[src/rtl/m20k_fifo_pkg.sv]
// Shared constants and types for the M20K-backed FIFO controller.
// Defaults match the 20-bit x 1024 registered simple dual-port block.
package m20k_fifo_pkg;

    localparam int M20K_WIDTH     = 20;
    localparam int M20K_ADDR_BITS = 10;
    localparam int M20K_RD_LAT    = 2;
    localparam int M20K_SKID      = 4;

    typedef logic [M20K_ADDR_BITS:0] fifo_ptr_t;

endpackage

[src/rtl/fifo_skid_buffer.sv]
// Small circular output buffer that absorbs returning memory reads
// and presents a valid/ready head word to the consumer.
module fifo_skid_buffer #(
    parameter int WIDTH      = 20,
    parameter int SKID_DEPTH = 4,
    localparam int CW        = $clog2(SKID_DEPTH + 1)
) (
    input  logic             clk,
    input  logic             rst,
    input  logic             push_i,
    input  logic [WIDTH-1:0] data_i,
    input  logic             ready_i,
    output logic             valid_o,
    output logic [WIDTH-1:0] data_o,
    output logic [CW-1:0]    count_o
);

    localparam int PW = (SKID_DEPTH > 1) ? $clog2(SKID_DEPTH) : 1;

    logic [WIDTH-1:0] mem_q [SKID_DEPTH];
    logic [PW-1:0]    head_q, head_d;
    logic [PW-1:0]    tail_q, tail_d;
    logic [CW-1:0]    count_q, count_d;
    logic             pop;

    function automatic logic [PW-1:0] nxt(input logic [PW-1:0] p);
        return (p == PW'(SKID_DEPTH - 1)) ? '0 : p + PW'(1);
    endfunction

    assign valid_o = (count_q != '0);
    assign data_o  = valid_o ? mem_q[head_q] : '0;
    assign count_o = count_q;

    // Pointer and occupancy next-state; capture and pop may coincide.
    always_comb begin
        pop     = valid_o && ready_i;
        head_d  = pop ? nxt(head_q) : head_q;
        tail_d  = push_i ? nxt(tail_q) : tail_q;
        count_d = count_q;
        if (push_i && !pop) begin
            count_d = count_q + CW'(1);
        end else if (!push_i && pop) begin
            count_d = count_q - CW'(1);
        end
    end

    // Control state; storage contents are left alone on reset.
    always_ff @(posedge clk) begin
        if (rst) begin
            head_q  <= '0;
            tail_q  <= '0;
            count_q <= '0;
        end else begin
            head_q  <= head_d;
            tail_q  <= tail_d;
            count_q <= count_d;
        end
    end

    // Word storage written at the tail on every capture.
    always_ff @(posedge clk) begin
        if (push_i) begin
            mem_q[tail_q] <= data_i;
        end
    end

    // Upstream read credit must keep captures from overrunning the buffer.
    always_ff @(posedge clk) begin
        if (!rst) begin
            assert (!(push_i && !pop && count_q == CW'(SKID_DEPTH)))
            else $error("skid buffer overrun");
        end
    end

endmodule

[src/rtl/m20k_fifo_controller.sv]
// Drives an external registered M20K as a FIFO: push port to memory
// writes, credit-limited reads into an output skid buffer.
module m20k_fifo_controller
    import m20k_fifo_pkg::*;
#(
    parameter int WIDTH        = M20K_WIDTH,
    parameter int ADDR_BITS    = M20K_ADDR_BITS,
    parameter int READ_LATENCY = M20K_RD_LAT,
    parameter int SKID_DEPTH   = M20K_SKID
) (
    input  logic                 clk,
    input  logic                 rst,
    input  logic                 writeEnable,
    input  logic [WIDTH-1:0]     writeData,
    output logic                 full,
    output logic                 overflow,
    output logic                 outValid,
    input  logic                 outReady,
    output logic [WIDTH-1:0]     outData,
    output logic                 memWriteEnable,
    output logic [ADDR_BITS-1:0] memWriteAddr,
    output logic [1:0]           memWriteMask,
    output logic [WIDTH-1:0]     memWriteData,
    output logic                 memReadEnable,
    output logic [ADDR_BITS-1:0] memReadAddr,
    input  logic [WIDTH-1:0]     memReadData
);

    localparam int CW = $clog2(SKID_DEPTH + 1);
    localparam fifo_ptr_t CAP = {1'b1, {ADDR_BITS{1'b0}}};

    if (ADDR_BITS != M20K_ADDR_BITS) begin : g_bad_addr
        $error("ADDR_BITS must match fifo_ptr_t");
    end
    if (SKID_DEPTH < READ_LATENCY + 1) begin : g_bad_skid
        $error("SKID_DEPTH too small for READ_LATENCY");
    end

    fifo_ptr_t               wrPtr_q, wrPtr_d;
    fifo_ptr_t               rdPtr_q, rdPtr_d;
    fifo_ptr_t               used;
    logic                    overflow_q, overflow_d;
    logic [READ_LATENCY-1:0] pipe_q, pipe_d;
    logic [CW-1:0]           skidCount;
    logic [CW:0]             occ;
    logic                    push, issue, credit;

    // Occupancy, push/issue decisions and next-state for pointers/pipe.
    // used comes from registered pointers, so a fresh word waits a cycle.
    always_comb begin
        used   = wrPtr_q - rdPtr_q;
        full   = (used == CAP);
        push   = writeEnable && !full && !rst;
        occ    = {1'b0, skidCount};
        for (int i = 0; i < READ_LATENCY; i++) begin
            occ = occ + (CW + 1)'(pipe_q[i]);
        end
        credit = (occ < (CW + 1)'(SKID_DEPTH));
        issue  = !rst && (used != '0) && credit;

        wrPtr_d    = push ? wrPtr_q + fifo_ptr_t'(1) : wrPtr_q;
        rdPtr_d    = issue ? rdPtr_q + fifo_ptr_t'(1) : rdPtr_q;
        overflow_d = overflow_q || (writeEnable && full);
        pipe_d     = '0;
        pipe_d[0]  = issue;
        for (int i = 1; i < READ_LATENCY; i++) begin
            pipe_d[i] = pipe_q[i-1];
        end
    end

    assign overflow       = overflow_q;
    assign memWriteEnable = push;
    assign memWriteAddr   = wrPtr_q[ADDR_BITS-1:0];
    assign memWriteMask   = 2'b11;
    assign memWriteData   = writeData;
    assign memReadEnable  = issue;
    assign memReadAddr    = rdPtr_q[ADDR_BITS-1:0];

    // Pointer, sticky flag and read-return pipe registers.
    always_ff @(posedge clk) begin
        if (rst) begin
            wrPtr_q    <= '0;
            rdPtr_q    <= '0;
            overflow_q <= 1'b0;
            pipe_q     <= '0;
        end else begin
            wrPtr_q    <= wrPtr_d;
            rdPtr_q    <= rdPtr_d;
            overflow_q <= overflow_d;
            pipe_q     <= pipe_d;
        end
    end

    fifo_skid_buffer #(
        .WIDTH      (WIDTH),
        .SKID_DEPTH (SKID_DEPTH)
    ) u_skid (
        .clk     (clk),
        .rst     (rst),
        .push_i  (pipe_q[READ_LATENCY-1]),
        .data_i  (memReadData),
        .ready_i (outReady),
        .valid_o (outValid),
        .data_o  (outData),
        .count_o (skidCount)
    );

endmodule

[config.mk]
export PLATFORM = sky130hd
export DESIGN_NAME = m20k_fifo_controller
export DESIGN_NICKNAME = d
export VERILOG_FILES = /design/src/rtl/m20k_fifo_pkg.sv /design/src/rtl/fifo_skid_buffer.sv /design/src/rtl/m20k_fifo_controller.sv
export SDC_FILE = /design/constraint.sdc
export NUM_CORES = 1
export LEC_CHECK = 0
export ABC_AREA = 1
export CORE_MARGIN = 4
export CORE_UTILIZATION = 53
export DETAILED_ROUTE_END_ITERATION = 10
export PLACE_DENSITY = 0.77
export SYNTH_ARGS = -nofsm -noshare
export SYNTH_HDL_FRONTEND = slang
export SYNTH_SLANG_ARGS = --single-unit
[constraint.sdc]
create_clock -name clk -period 3.5 [get_ports clk]
set_input_delay 1.05 -clock clk [delete_from_list [all_inputs] [get_ports clk]]
set_output_delay 1.05 -clock clk [all_outputs]
set_load 0.1 [all_outputs]
==> qor_table.md, run 1 <==
| Metric | Reported |
|:---|:---|
| DRC violation count after routing | 0 |
| Crit path capture type | primary output |
| Area of the placeable core | 0.0108 sq mm |
| Hold-fix buffers at CTS | 0 |
| Slew HR | 38.4% |
| Achievable frequency | 0.288 GHz |
| Max stage delay on crit path | 0.35 ns |
| H-tree levels | 4 |
| Number of synthesized register bits | 114 |
| Post-Syn Area | 0.00589 sq mm |
| Critical path class | register to primary output |
| Cell count after synthesis | 678 |
| NumNets Final | 792 |
| Area growth from synthesis to final layout | 30.6% |
| Max Transition Viols Final | 0 |
| Count of cells along the worst register-to-register path | 11 |
| Initial antenna violation count | 0 |
| Max FO, Critical Path | 7 |
| Vias in the first global route | 4616 |
| Non-Filler Cell Area, Final | 0.00769 sq mm |
| Largest buffer count on any clock path | 2 |
| Worst-case clock skew | 0.00832 ns |
| Fraction of synthesized cell area taken by the top area cell type | 40.8% |
| Cell Chain, Critical Path | inv_2 -> ha_4 -> or2_4 -> nand3_1 -> nand2_1 -> nand2_2 -> nor2_4 -> nand3_1 -> nor2_2 -> nand2_2 -> nor2_4 -> buf_12 |
| Buffers added on ports | 68 |
| Root buf cell | sky130_fd_sc_hd__clkbuf_8 |
| Maximum capacitance violations | 0 |
| Data arrival, critical path | 2.42 ns |
| Site Rows | 38 |
| Count of antenna diodes in the layout | 0 |
| Most common library cell in the layout ignoring fill and taps | sky130_fd_sc_hd__nor2_1 |
| Worst hold path cell count | 2 |
| Worst path setup slack after routing | 0.0267 ns |
| Overall global routing resource usage | 21.9% |
| Cell area reported after detailed placement | 0.00658 sq mm |
| Initial cell density of the core | 54.3% |
| Critical Path Source Type | register |
| Maximum number of pins on one net before global-route repair | 41 |
| Required time at the worst-slack endpoint | 2.45 ns |
| Worst flop-to-flop path endpoint | rdPtr_q[10]$_SDFFE_PP0P_ |
| Worst Min Path Start | pipe_q[0]$_SDFF_PP0_ |
| Vertical extent of the die | 113 um |
| First-pass GRT wire length | 22100 um |
| Least-Margin Pin Slew | 0.923 ns |
| Clock Latency Late Sink | 0.52 ns |
| Detailed-route wire length per cell | 16.6 um |
| Path type of the worst min-delay path | register to register |
| Iter 0 DRT Violations | 400 |
| Clk sinks | 114 |
| Number of iterations in the first detailed-routing pass | 5 |
| Power per standard cell area | 904 mW/mm^2 |
| Worst r2r src | pipe_q[1]$_SDFF_PP0_ |
| Shortest period the worst path allows | 3.47 ns |
| Clk slew on worst S/H paths | 0.06 ns |
| Die outline width | 113 um |
| Final core utilization | 70.9% |
| Final Cycle Share | 99.2% |
| Largest area contributor in the netlist | sky130_fd_sc_hd__edfxtp_1 |
| Mean area per synthesized cell | 8.68 sq um |
| R2r setup slk | 1.23 ns |
| DR vias | 4753 |
| Hold-critical path endpoint | pipe_q[1]$_SDFF_PP0_ |
| Count of final hold-check violations | 0 |
| Synth top area cells | sky130_fd_sc_hd__edfxtp_1, sky130_fd_sc_hd__dfxtp_1, sky130_fd_sc_hd__nor2_1 |
| HPWL after DPL | 8800 um |
| Count of fill cells added during filler insertion | 766 |
| Sum of overflow across all layers after global routing | 0 |
| Leakage power | 3.13 nW |
| Die Area | 0.0129 sq mm |
| Final cell count without fillers | 881 |
| Cell count after placement | 834 |
| Sum of routed wire length over all layers | 14700 um |
| Fraction of final layout cells sized beyond drive strength 1 | 28.9% |
| Worst voltage drop across the vdd grid | 0.931 mV |
| Via density per instance | 5.40 |
| Master of the slowest instance on the critical path | sky130_fd_sc_hd__dfxtp_4 |
| Clock tree from TritonCTS | yes |
| RSZ-0062 raised after global routing | yes |
| Portion of the post-synthesis area used by sequential elements | 52.4% |
| RD Place Congestion | 0.908 |
| Post-placement setup slack | 0.261 ns |
| Count of antenna-violating nets left after detailed routing | 0 |
| Commonest cells after routing, fill and taps aside | sky130_fd_sc_hd__nor2_1, sky130_fd_sc_hd__edfxtp_1, sky130_fd_sc_hd__nand2_1, sky130_fd_sc_hd__inv_1, sky130_fd_sc_hd__buf_4 |
| Distinct cell type count after synthesis | 33 |
| Number of failing setup endpoints in the final timing report | 0 |
| I/O pin cnt | 111 |
| Warnings, synthesis | 0 |
| Status | complete, no violations |
| Inserted Clock Buffers | 17 |
-- worst max path at each step --
stage,start,end,slack [ns]
finish,rdPtr_q[2]$_SDFFE_PP0P_,full,0.03
global placement,rdPtr_q[2]$_SDFFE_PP0P_,full,0.31
global route,rdPtr_q[4]$_SDFFE_PP0P_,memReadEnable,-0.08
CTS,rdPtr_q[3]$_SDFFE_PP0P_,memReadEnable,0.0005
detailed placement,rdPtr_q[2]$_SDFFE_PP0P_,memReadEnable,0.26
floorplan,register,outData[10],0.01
-- critical path, delay by kind of cell (launching register included) --
| kind | cells | cell delay [ns] |
|---|---|---|
| buffers and inverters | 2 | 0.24 |
| adders and majority gates | 1 | 0.31 |
| DFF | 1 | 0.35 |
| and+or+nand+nor | 9 | 1.02 |
-- state kept, by name, indices dropped and copies added, names as in the netlist, named ones only --
signal / cells
u_skid.head_q: 2
pipe_q: 2
rdPtr_q: 11
overflow: 1
u_skid.tail_q: 2
u_skid.mem_q: 80
u_skid.count_o: 3
wrPtr_q: 11
-- power by group --
part	switching, W	leakage (nW)	internal [W]	total [W]
registers	0.0000877	1.01	0.00156	0.00165
clock network	0.000702	0.277	0.000978	0.00168
logic	0.00250	1.84	0.00112	0.00362
-- cells in the mapped netlist, drive strengths merged --
cell type  instances
a21oi             42
and3               1
buf               51
clkbuf            13
clkinv             1
conb               1
dfxtp             34
edfxtp            80
fa                 1
ha                19
inv               81
nand2            101
nand3             43
nand3b             1
nand4             12
nor2             134
nor3               7
nor4               2
o211a              1
o21ai             48
o21bai             2
or2                1
xor2               2
-- kinds of logic after synthesis --
| family | share of synthesized area [%] |
|---|---|
| compound gates | 8.14 |
| xor+xnor | 0.298 |
| fa+ha+maj | 4.38 |
| buf+inv | 12.7 |
| flops | 52.4 |
| other cells | 0.0637 |
| simple gates | 22.1 |
-- timing repair --
| item | 4_1_cts | 5_1_grt |
|---|---|---|
| buffers inserted | 2 | 13 |
| pin swaps | 5 | 34 |
| setup endpoints to repair | 3 | 6 |
| resized for setup | 42 | 85 |
| endpoints found under the hold margin | 0 | 0 |
-- through the flow --
step	hold slack, ns	total power [W]	TNS, ns
floorplan	0.403	0.00405	0
finish	0.431	0.00695	0
detailed placement	0.426	0.00507	0
global placement	0.412	0.00503	0
CTS	0.435	0.00679	0
global route	0.442	0.00721	-0.199
-- per-layer routing --
metal	vias to the layer above	track usage [%]	routed length [um]
met5	-	0	0
met4	0	8.01	436
met3	52	6.15	916
met2	192	39.2	7620
met1	2227	24.9	5690
li1	2282	-	-
-- layout make-up --
class | instances | area, sq um | area share (%)
Inverter | 82 | 313 | 4.07
Multi-Input combinational cell | 419 | 2440 | 31.7
Tap cell | 140 | 175 | 2.28
Sequential cell | 114 | 3130 | 40.7
Clock inverter | 15 | 166 | 2.16
Clock buffer | 17 | 414 | 5.39
Timing Repair Buffer | 94 | 1050 | 13.7
No activity file was read; power rests on OpenSTA's default activity.
==> run 2: changes to the inputs <==
--- a/config.mk
+++ b/config.mk
@@ -7,9 +7,10 @@
 export LEC_CHECK = 0
 export ABC_AREA = 1
 export CORE_MARGIN = 4
-export CORE_UTILIZATION = 53
+export CORE_UTILIZATION = 57
 export DETAILED_ROUTE_END_ITERATION = 10
-export PLACE_DENSITY = 0.77
+export MAX_ROUTING_LAYER = met4
+export PLACE_DENSITY = 0.82
 export SYNTH_ARGS = -nofsm -noshare
 export SYNTH_HDL_FRONTEND = slang
 export SYNTH_SLANG_ARGS = --single-unit
==> constraint.sdc (replaced) <==
create_clock -name clk -period 4 [get_ports clk]
set_input_delay 1.2 -clock clk [delete_from_list [all_inputs] [get_ports clk]]
set_output_delay 1.2 -clock clk [all_outputs]
set_load 0.1 [all_outputs]
==> run 2 against run 1 <==
Design area down 5.4%. Worst hold slack got worse by 0.0092 ns. Sequential share of layout area up 1.8 points. Wire length down 5.2%. Count of clock-buffer cells in the layout unchanged. Critical path type unchanged.
==> qor_table.md, run 2 (same netlist as run 1, synthesis figures left out) <==
| Metric | Reported |
|:---|:---|
| Status | complete, no violations |
| Required time at the worst-slack endpoint | 2.80 ns |
| Setup Total Neg Slack | 0 ns |
| Library cell appearing most often on the critical path | sky130_fd_sc_hd__nand2_1 |
| Crit path max-delay family | simple AND/OR/NAND/NOR gates |
| Iter 0 DRT Violations | 338 |
| Via density per instance | 5.42 |
| Most common library cell in the layout ignoring fill and taps | sky130_fd_sc_hd__nor2_1 |
| Slew HR | 34.3% |
| Vertical extent of the die | 110 um |
| Hold-fix buffers at CTS | 0 |
| Clk sinks | 114 |
| Count of antenna-violating nets left after detailed routing | 0 |
| Clock Latency Late Sink | 0.52 ns |
| Most flop-heavy register | u_skid.mem_q |
| Number of iterations in the first detailed-routing pass | 5 |
| Cell Chain, Critical Path | inv_1 -> ha_1 -> nand2_1 -> nor2_1 -> nand3_1 -> nand3_1 -> nand2_1 -> nand2_1 -> nor2_4 -> nand3_4 -> nand2_1 -> nor2_2 -> buf_12 |
| Buffers and inverters on the worst path | 2 |
| Max Transition Viols Final | 0 |
| Max stage delay on crit path | 0.39 ns |
| Fraction of power consumed by sequential logic | 24.0% |
| Path type of the worst min-delay path | register to register |
| Detailed-route wire length per cell | 16.2 um |
| RD Place Congestion | 0.978 |
| Root buf cell | sky130_fd_sc_hd__clkbuf_8 |
| I/O pin cnt | 111 |
| Maximum number of pins on one net before global-route repair | 41 |
| HPWL after DPL | 9190 um |
| Initial antenna violation count | 0 |
| Number of gates on the worst path with buffers counted | 13 |
| Sum of routed wire length over all layers | 13900 um |
| Buffers added on ports | 68 |
| DRC violation count after routing | 0 |
| Least-Margin Pin Slew | 0.983 ns |
| Internal power contribution | 0.00319 W |
| Crit path from | rdPtr_q[6]$_SDFFE_PP0P_ |
| Commonest cells after routing, fill and taps aside | sky130_fd_sc_hd__nor2_1, sky130_fd_sc_hd__nand2_1, sky130_fd_sc_hd__inv_1, sky130_fd_sc_hd__edfxtp_1, sky130_fd_sc_hd__o21ai_0 |
| H-tree levels | 4 |
| Crit path capture type | primary output |
| Area growth from synthesis to final layout | 23.5% |
| Leakage power | 3.00 nW |
| Largest buffer count on any clock path | 2 |
| Capturing element of the worst setup path | memWriteEnable |
| Switching Power | 0.00278 W |
| Critical Path Source Type | register |
| R2r setup slk | 1.62 ns |
| Inserted Clock Buffers | 17 |
| NumNets Final | 778 |
| Shortest period the worst path allows | 3.85 ns |
| Area of the placeable core | 0.00991 sq mm |
| Clock tree from TritonCTS | yes |
| Overall global routing resource usage | 25.2% |
| Fraction of power spent switching nets | 46.5% |
| First-pass GRT wire length | 22500 um |
| Count of fill cells added during filler insertion | 645 |
| Worst flop-to-flop path endpoint | rdPtr_q[8]$_SDFFE_PP0P_ |
| Fraction of power consumed by the clock network | 25.0% |
| Worst voltage drop across the vdd grid | 0.576 mV |
| Number of failing setup endpoints in the final timing report | 0 |
| Count of antenna diodes in the layout | 0 |
| Top Registers | u_skid.mem_q (80), rdPtr_q (11), wrPtr_q (11) |
| DR vias | 4658 |
| Count of cells along the worst register-to-register path | 16 |
| Achievable frequency | 0.260 GHz |
| Count of final hold-check violations | 0 |
| Final Cycle Share | 96.3% |
| Fraction of final layout cells sized beyond drive strength 1 | 16.8% |
| Die Area | 0.0120 sq mm |
| Gate power share | 51.0% |
| Power per standard cell area | 820 mW/mm^2 |
| Max FO, Critical Path | 5 |
| Die outline width | 110 um |
| Vias in the first global route | 4668 |
| Worst-case clock skew | 0.00839 ns |
| Number of flip-flops in the largest register | 80 |
| Maximum capacitance violations | 0 |
| Critical path class | register to primary output |
| Worst path setup slack after routing | 0.147 ns |
| Site Rows | 36 |
| Worst r2r src | rdPtr_q[4]$_SDFFE_PP0P_ |
| Post-placement setup slack | 0.497 ns |
| Data arrival, critical path | 2.65 ns |
| Initial cell density of the core | 59.4% |
| Sum of overflow across all layers after global routing | 0 |
| Master of the slowest instance on the critical path | sky130_fd_sc_hd__ha_1 |
| Clk slew on worst S/H paths | 0.06 ns |
run 2: changes by cell type in the layout (fill, tap and decap cells not counted), sizes merged, moves of 3 or more:
cell | before | now
clkinv | 2 | 5
inv | 91 | 88
buf | 71 | 51
clkdlybuf4s50 | 23 | 28
run 2: worst min-delay path by stage:
stage,depth (start not counted),startpoint,end
final,2,pipe_q[0]$_SDFF_PP0_,pipe_q[1]$_SDFF_PP0_
after global routing,2,pipe_q[0]$_SDFF_PP0_,pipe_q[1]$_SDFF_PP0_
after CTS,2,pipe_q[0]$_SDFF_PP0_,pipe_q[1]$_SDFF_PP0_
after detailed placement,2,pipe_q[0]$_SDFF_PP0_,pipe_q[1]$_SDFF_PP0_
after global placement,2,pipe_q[0]$_SDFF_PP0_,pipe_q[1]$_SDFF_PP0_
after floorplan,2,pipe_q[0]$_SDFF_PP0_,pipe_q[1]$_SDFF_PP0_
run 2: per-layer routing:
| metal | wire length, um | GRT usage, % | part of all wire (%) |
|---|---|---|---|
| met1 | 5360 | 27.8 | 39 |
| met2 | 7190 | 43.8 | 52 |
| met3 | 1020 | 6.22 | 7.3 |
| met4 | 335 | 9.88 | 2.4 |
| met5 | 0 | - | 0 |
run 2: metrics by stage:
step / instance area [sq um] / instances / power, W / hold slack [ns] / utilization, %
global route: 7270 / 860 / 0.00623 / 0.470 / 73.4
detailed placement: 6560 / 824 / 0.00444 / 0.414 / 66.1
floorplan: 5890 / 679 / 0.00355 / 0.403 / -
CTS: 7160 / 858 / 0.00595 / 0.423 / 72.3
finish: 7270 / 860 / 0.00596 / 0.421 / 73.4
global placement: 6560 / 824 / 0.00436 / 0.407 / 66.1
run 2: repair_timing:
action,in CTS,in global routing
cloned,1,0
endpoints found under the hold margin,0,0
pin swaps,1,3
setup endpoints to repair,2,3
gates resized for setup,2,26
buffers inserted,1,2
run 2: layout make-up:
type	count	area, sq um	share of cell area (%)
Clock buffer	17	414	5.70
Multi-Input combinational cell	420	2170	29.8
Clock inverter	15	171	2.36
Timing Repair Buffer	79	951	13.1
Sequential cell	114	3090	42.5
Inverter	82	308	4.23
Tap cell	133	166	2.29
run 2: power groups by stage:
stage          Sequential [W]  Clock, W  Combinational [W]
2_1_floorplan         0.00143         0            0.00212
3_3_place_gp          0.00144         0            0.00292
3_5_place_dp          0.00145         0            0.00298
4_1_cts               0.00143   0.00150            0.00301
5_1_grt               0.00144   0.00156            0.00323
6_report              0.00143   0.00149            0.00304
run 2: worst min-delay path, stage by stage, from the launching register on:
cell and delay (ns):
sky130_fd_sc_hd__dfxtp_1 0.31, sky130_fd_sc_hd__inv_1 0.05, sky130_fd_sc_hd__nor2_1 0.03
==> edit 1, RTL diff (settings of run 2) <==
Make the reset (`rst`) asynchronous in 2 clocked blocks.
--- a/src/rtl/fifo_skid_buffer.sv
+++ b/src/rtl/fifo_skid_buffer.sv
@@ -46,5 +46,5 @@
 
     // Control state; storage contents are left alone on reset.
-    always_ff @(posedge clk) begin
+    always_ff @(posedge clk or posedge rst) begin
         if (rst) begin
             head_q  <= '0;
--- a/src/rtl/m20k_fifo_controller.sv
+++ b/src/rtl/m20k_fifo_controller.sv
@@ -78,5 +78,5 @@
 
     // Pointer, sticky flag and read-return pipe registers.
-    always_ff @(posedge clk) begin
+    always_ff @(posedge clk or posedge rst) begin
         if (rst) begin
             wrPtr_q    <= '0;
Function: differs if rst is asserted again (counterexample within 4 cycles, from zero or initial values and one cycle with rst high); with rst held inactive, the same outputs for 10 cycles.
==> edit 1 against run 2 <==
  * Register-to-register slack got worse by 0.04 ns
  * Non-clock buffer count rose by 15
  * Worst hold slack worse by 0.024 ns
  * Synthesized area up 0.40%
  * Final area fell by 3.8%
  * Synthesized cell count down 7.7%
  * Sequential cell count decreased by 2
  * Wire length is 5.3% lower
  * Setup slack gained 0.031 ns
  * Count of clock-buffer cells in the layout fell by 8
Power is left out: the tool's default activity adds up to more than one toggle a clock period on the data nets, which glitch-free logic cannot reach.
==> edit 1: results (changes against run 2) <==
INFO  metric run_status = complete, no violations (unchanged)
INFO  metric cts_htree_levels = 3 (was 4)
INFO  metric drt-wirelength-per-cell = 16.3 um (was 16.2 um)
INFO  metric placed_area = 6600 um^2 (was 6560 um^2)
INFO  metric via_count_of_the_first_global_routing_pass = 4,186 (was 4,668)
INFO  metric synthTopCellsByArea = sky130_fd_sc_hd__edfxtp_1 (41%), sky130_fd_sc_hd__dfrtp_1 (14%), sky130_fd_sc_hd__nand2_1 (6.7%), sky130_fd_sc_hd__nor2_1 (6.2%), sky130_fd_sc_hd__buf_4 (5.3%) (was sky130_fd_sc_hd__edfxtp_1 (41%), sky130_fd_sc_hd__dfxtp_1 (12%), sky130_fd_sc_hd__nor2_1 (8.4%), sky130_fd_sc_hd__nand2_1 (6.3%), sky130_fd_sc_hd__buf_4 (5.4%))
INFO  metric clkLatencyLatePin = 0.38 ns (was 0.52 ns)
INFO  metric share_of_async_settable_or_async_resettable_flops_after_synthesis = 28.6% (was 0%)
INFO  metric synth.distinct_cells = 32 (was 33)
INFO  metric num-nets-final = 733 (was 778)
INFO  metric grt_pass1_wl = 20.4 mm (was 22.5 mm)
INFO  metric n_fill_cell = 705 (was 645)
INFO  metric routabilityCongestion = 0.843 (was 0.978)
INFO  metric worst_clock_skew = 0.0144 ns (was 0.00839 ns)
INFO  metric grt_util_all_layers = 22.8% (was 25.2%)
INFO  metric startpoint = rdPtr_q[1]$_DFFE_PP0P_ (was rdPtr_q[6]$_SDFFE_PP0P_)
INFO  metric globalRouteMet1Util = 26.2% (was 27.8%)
INFO  metric timing.critical_path.slowest_stage_cell = sky130_fd_sc_hd__dfrtp_1 (was sky130_fd_sc_hd__ha_1)
INFO  metric worstRegToRegCells = 10 (was 16)
INFO  metric dr.first_iter.drc_count = 300 (was 338)
INFO  metric pin_count_of_the_biggest_net_entering_global_routing = 52 (was 41)
INFO  metric number_of_buffers_added_by_the_clock_tree_synthesis_step = 9 (was 17)
INFO  metric timing.rr.end = u_skid.count_o[2]$_DFFE_PP0P_ (was rdPtr_q[8]$_SDFFE_PP0P_)
INFO  metric timing.hold.worst_endpoint = pipe_q[1]$_DFF_PP0_ (was pipe_q[1]$_SDFF_PP0_)
INFO  metric setup_slack_reg_to_reg = 1.58 ns (was 1.62 ns)
INFO  metric drive_above_1_share = 16.8% (about the same)
-- edit 1: cell types whose count changed in the layout (fill, tap and decap cells not counted), sizes merged, moves of 4 or more --
| cell | change |
|---|---|
| buf | +18 |
| a21oi | -12 |
| clkbuf | -8 |
| nand3 | -16 |
| inv | -28 |
| nor2 | -34 |
| nand2 | +9 |
| o21ai | -4 |
| dfrtp | +32 |
| xor2 | +11 |
| nand4 | +14 |
| dfxtp | -34 |
-- edit 1: timing repair --
action | CTS | global route
endpoints found under the setup margin | 2 | 3
buffers inserted | 2 | 18
resized for setup | 2 | 11
pin swaps | 0 | 5
hold buffers | 0 | 0
-- edit 1: worst register-to-register path, cell delays in order, from the launching register on --
cell and delay, ns:
sky130_fd_sc_hd__dfrtp_1 0.47, sky130_fd_sc_hd__nor3_2 0.19, sky130_fd_sc_hd__buf_4 0.30, sky130_fd_sc_hd__inv_1 0.10, sky130_fd_sc_hd__nand2_1 0.17, sky130_fd_sc_hd__ha_1 0.18, sky130_fd_sc_hd__inv_1 0.07, sky130_fd_sc_hd__fa_1 0.40
sky130_fd_sc_hd__a21oi_1 0.15, sky130_fd_sc_hd__o21ai_0 0.11, sky130_fd_sc_hd__xor2_1 0.16
-- edit 1: per-stage QoR --
stage / std cells / util (%) / setup TNS [ns] / hold slack [ns] / setup WS [ns]
after floorplan: 627 / - / 0 / 0.354 / 0.291
after global placement: 771 / 66.3 / 0 / 0.361 / 0.394
after detailed placement: 771 / 66.3 / 0 / 0.373 / 0.366
after CTS: 789 / 68.5 / 0 / 0.401 / 0.00108
after global routing: 807 / 70.3 / -0.0226 / 0.404 / -0.0226
final: 807 / 70.3 / 0 / 0.397 / 0.178
-- edit 1: cell families (layout without fill, tap and decap cells) --
family                     count (synthesis)  in the layout  share of synthesized area, %
and+or+nand+nor                          279            279                          21.6
buffers and inverters                    121            168                          10.6
DFF                                      112            112                          54.2
AOI/OAI and AO/OA                         77             77                          6.77
adders and majority gates                 20             20                          4.36
xor gates and xnor gates                  16             16                          2.37
other                                      1              2                        0.0634
-- edit 1: final cells by class --
cell class	count	area, um^2	area share [%]
Clock buffer	9	124	1.77
Clock inverter	7	72.6	1.04
Inverter	58	218	3.11
Multi-Input combinational cell	394	2150	30.7
Sequential cell	112	3210	45.9
Tap cell	133	166	2.38
Timing Repair Buffer	94	1060	15.1
-- edit 1: layer usage --
| metal | up-vias | wire (um) |
|---|---|---|
| met4 | 0 | 213 |
| met3 | 29 | 730 |
| met1 | 2086 | 5300 |
| met5 | - | 0 |
| li1 | 2135 | - |
| met2 | 141 | 6920 |
==> edit 2, RTL diff (config.mk and constraints of run 2) <==
Made on the original files. Change the package constant `M20K_RD_LAT` from 2 to 1.
--- a/src/rtl/m20k_fifo_pkg.sv
+++ b/src/rtl/m20k_fifo_pkg.sv
@@ -5,5 +5,5 @@
     localparam int M20K_WIDTH     = 20;
     localparam int M20K_ADDR_BITS = 10;
-    localparam int M20K_RD_LAT    = 2;
+    localparam int M20K_RD_LAT    = 1;
     localparam int M20K_SKID      = 4;
 
Function: changed (Yosys sat finds a counterexample within 4 cycles, from zero or initial values and one cycle with rst high).
==> edit 2 against run 2 <==
  * Non-clock buffer count shrank 1
  * Highest routed layer unchanged
  * Combinational power shrank 1%
  * Power shrank 1.5%
  * Wire length shrank 5.3%
  * Worst hold slack gained 0.051 ns
  * Setup slack lost 0.057 ns
  * Largest power group unchanged
  * Global-route usage shrank 1.9 points
  * First-iteration DRC count shrank 15%
  * Synthesized area grew 0.13%
  * Fmax shrank 1.4%
  * Final area is essentially flat
  * Largest cell class unchanged
  * Sequential cell count shrank 1
==> edit 2: results (changes against run 2) <==
INFO  metric seq_cell_power = 1490 uW (was 1430 uW)
INFO  metric placed_area = 6600 um^2 (was 6560 um^2)
INFO  metric num-nets-final = 770 (was 778)
INFO  metric dr.first_iter.drc_count = 288 (was 338)
INFO  metric met3RoutedLength = 941 um (was 1.02 mm)
INFO  metric power.leakage = 0.00296 uW (was 0.00300 uW)
INFO  metric routed_wirelength = 13.2 mm (was 13.9 mm)
INFO  metric vdd.ir_drop.worst = 0.595 mV (was 0.576 mV)
INFO  metric via_count_of_the_first_global_routing_pass = 4,417 (was 4,668)
INFO  metric n_fill_cell = 663 (was 645)
INFO  metric timing.critical_path.slowest_stage_cell = sky130_fd_sc_hd__ha_2 (was sky130_fd_sc_hd__ha_1)
INFO  metric pwr_density_cell = 807 nW/um^2 (was 820 nW/um^2)
INFO  metric grt_pass1_wl = 20.7 mm (was 22.5 mm)
INFO  metric timing.rr.end = wrPtr_q[10]$_SDFFE_PP0P_ (was rdPtr_q[8]$_SDFFE_PP0P_)
INFO  metric hpwlAfterDp = 8.74 mm (was 9.19 mm)
INFO  metric startpoint = rdPtr_q[8]$_SDFFE_PP0P_ (was rdPtr_q[6]$_SDFFE_PP0P_)
INFO  metric nNonClkInverters = 77 (was 82)
INFO  metric met1_length = 5.25 mm (was 5.36 mm)
INFO  metric postSynthAreaPerCell = 8.77 um^2 (was 8.68 um^2)
INFO  metric synth_compound_area_share = 7.94% (was 8.14%)
INFO  metric run_status = complete, no violations (unchanged)
INFO  metric pwr-share-clk = 23.6% (was 25.0%)
INFO  metric setup_slack_reg_to_reg = 1.57 ns (was 1.62 ns)
INFO  metric synthXorXnorAreaFrac = 0.149% (was 0.298%)
INFO  metric globalRouteMet1Util = 26.9% (was 27.8%)
INFO  metric synth_seq_area_share = 52.0% (was 52.4%)
INFO  metric grt_util_all_layers = 23.3% (was 25.2%)
INFO  metric cp-endpoint = memReadEnable (was memWriteEnable)
INFO  metric flip_flop_and_latch_share_of_the_layout_cell_area = 42.2% (was 42.5%)
INFO  metric synth.distinct_cells = 36 (was 33)
INFO  metric grt.met2_usage = 39.2% (was 43.8%)
INFO  metric n_all_buffers = 78 (was 79)
INFO  metric worst_clock_skew = 0.0186 ns (was 0.00839 ns)
INFO  metric switchingPower = 2730 uW (was 2780 uW)
INFO  metric routabilityCongestion = 0.891 (was 0.978)
[edit 2: cell count changes after synthesis, moves of 3 or more]
cell	before	now
sky130_fd_sc_hd__a21oi_1	41	37
sky130_fd_sc_hd__buf_1	5	2
sky130_fd_sc_hd__inv_1	81	71
sky130_fd_sc_hd__inv_2	0	5
sky130_fd_sc_hd__nand2_1	99	104
sky130_fd_sc_hd__nand2_2	2	11
sky130_fd_sc_hd__nand3_1	39	23
sky130_fd_sc_hd__nand3_2	2	11
sky130_fd_sc_hd__nand4_1	12	6
[edit 2: per-stage QoR]
step                      cells  setup TNS [ns]  util [%]  hold slack [ns]  setup slack [ns]
after CTS                   852               0      72.3            0.478            0.0334
after global routing        853         -0.0404      73.4            0.496           -0.0404
final                       853               0      73.4            0.473            0.0909
after floorplan             673               0         -            0.466            0.0927
after global placement      819               0      66.6            0.437             0.527
after detailed placement    819               0      66.6            0.466             0.464
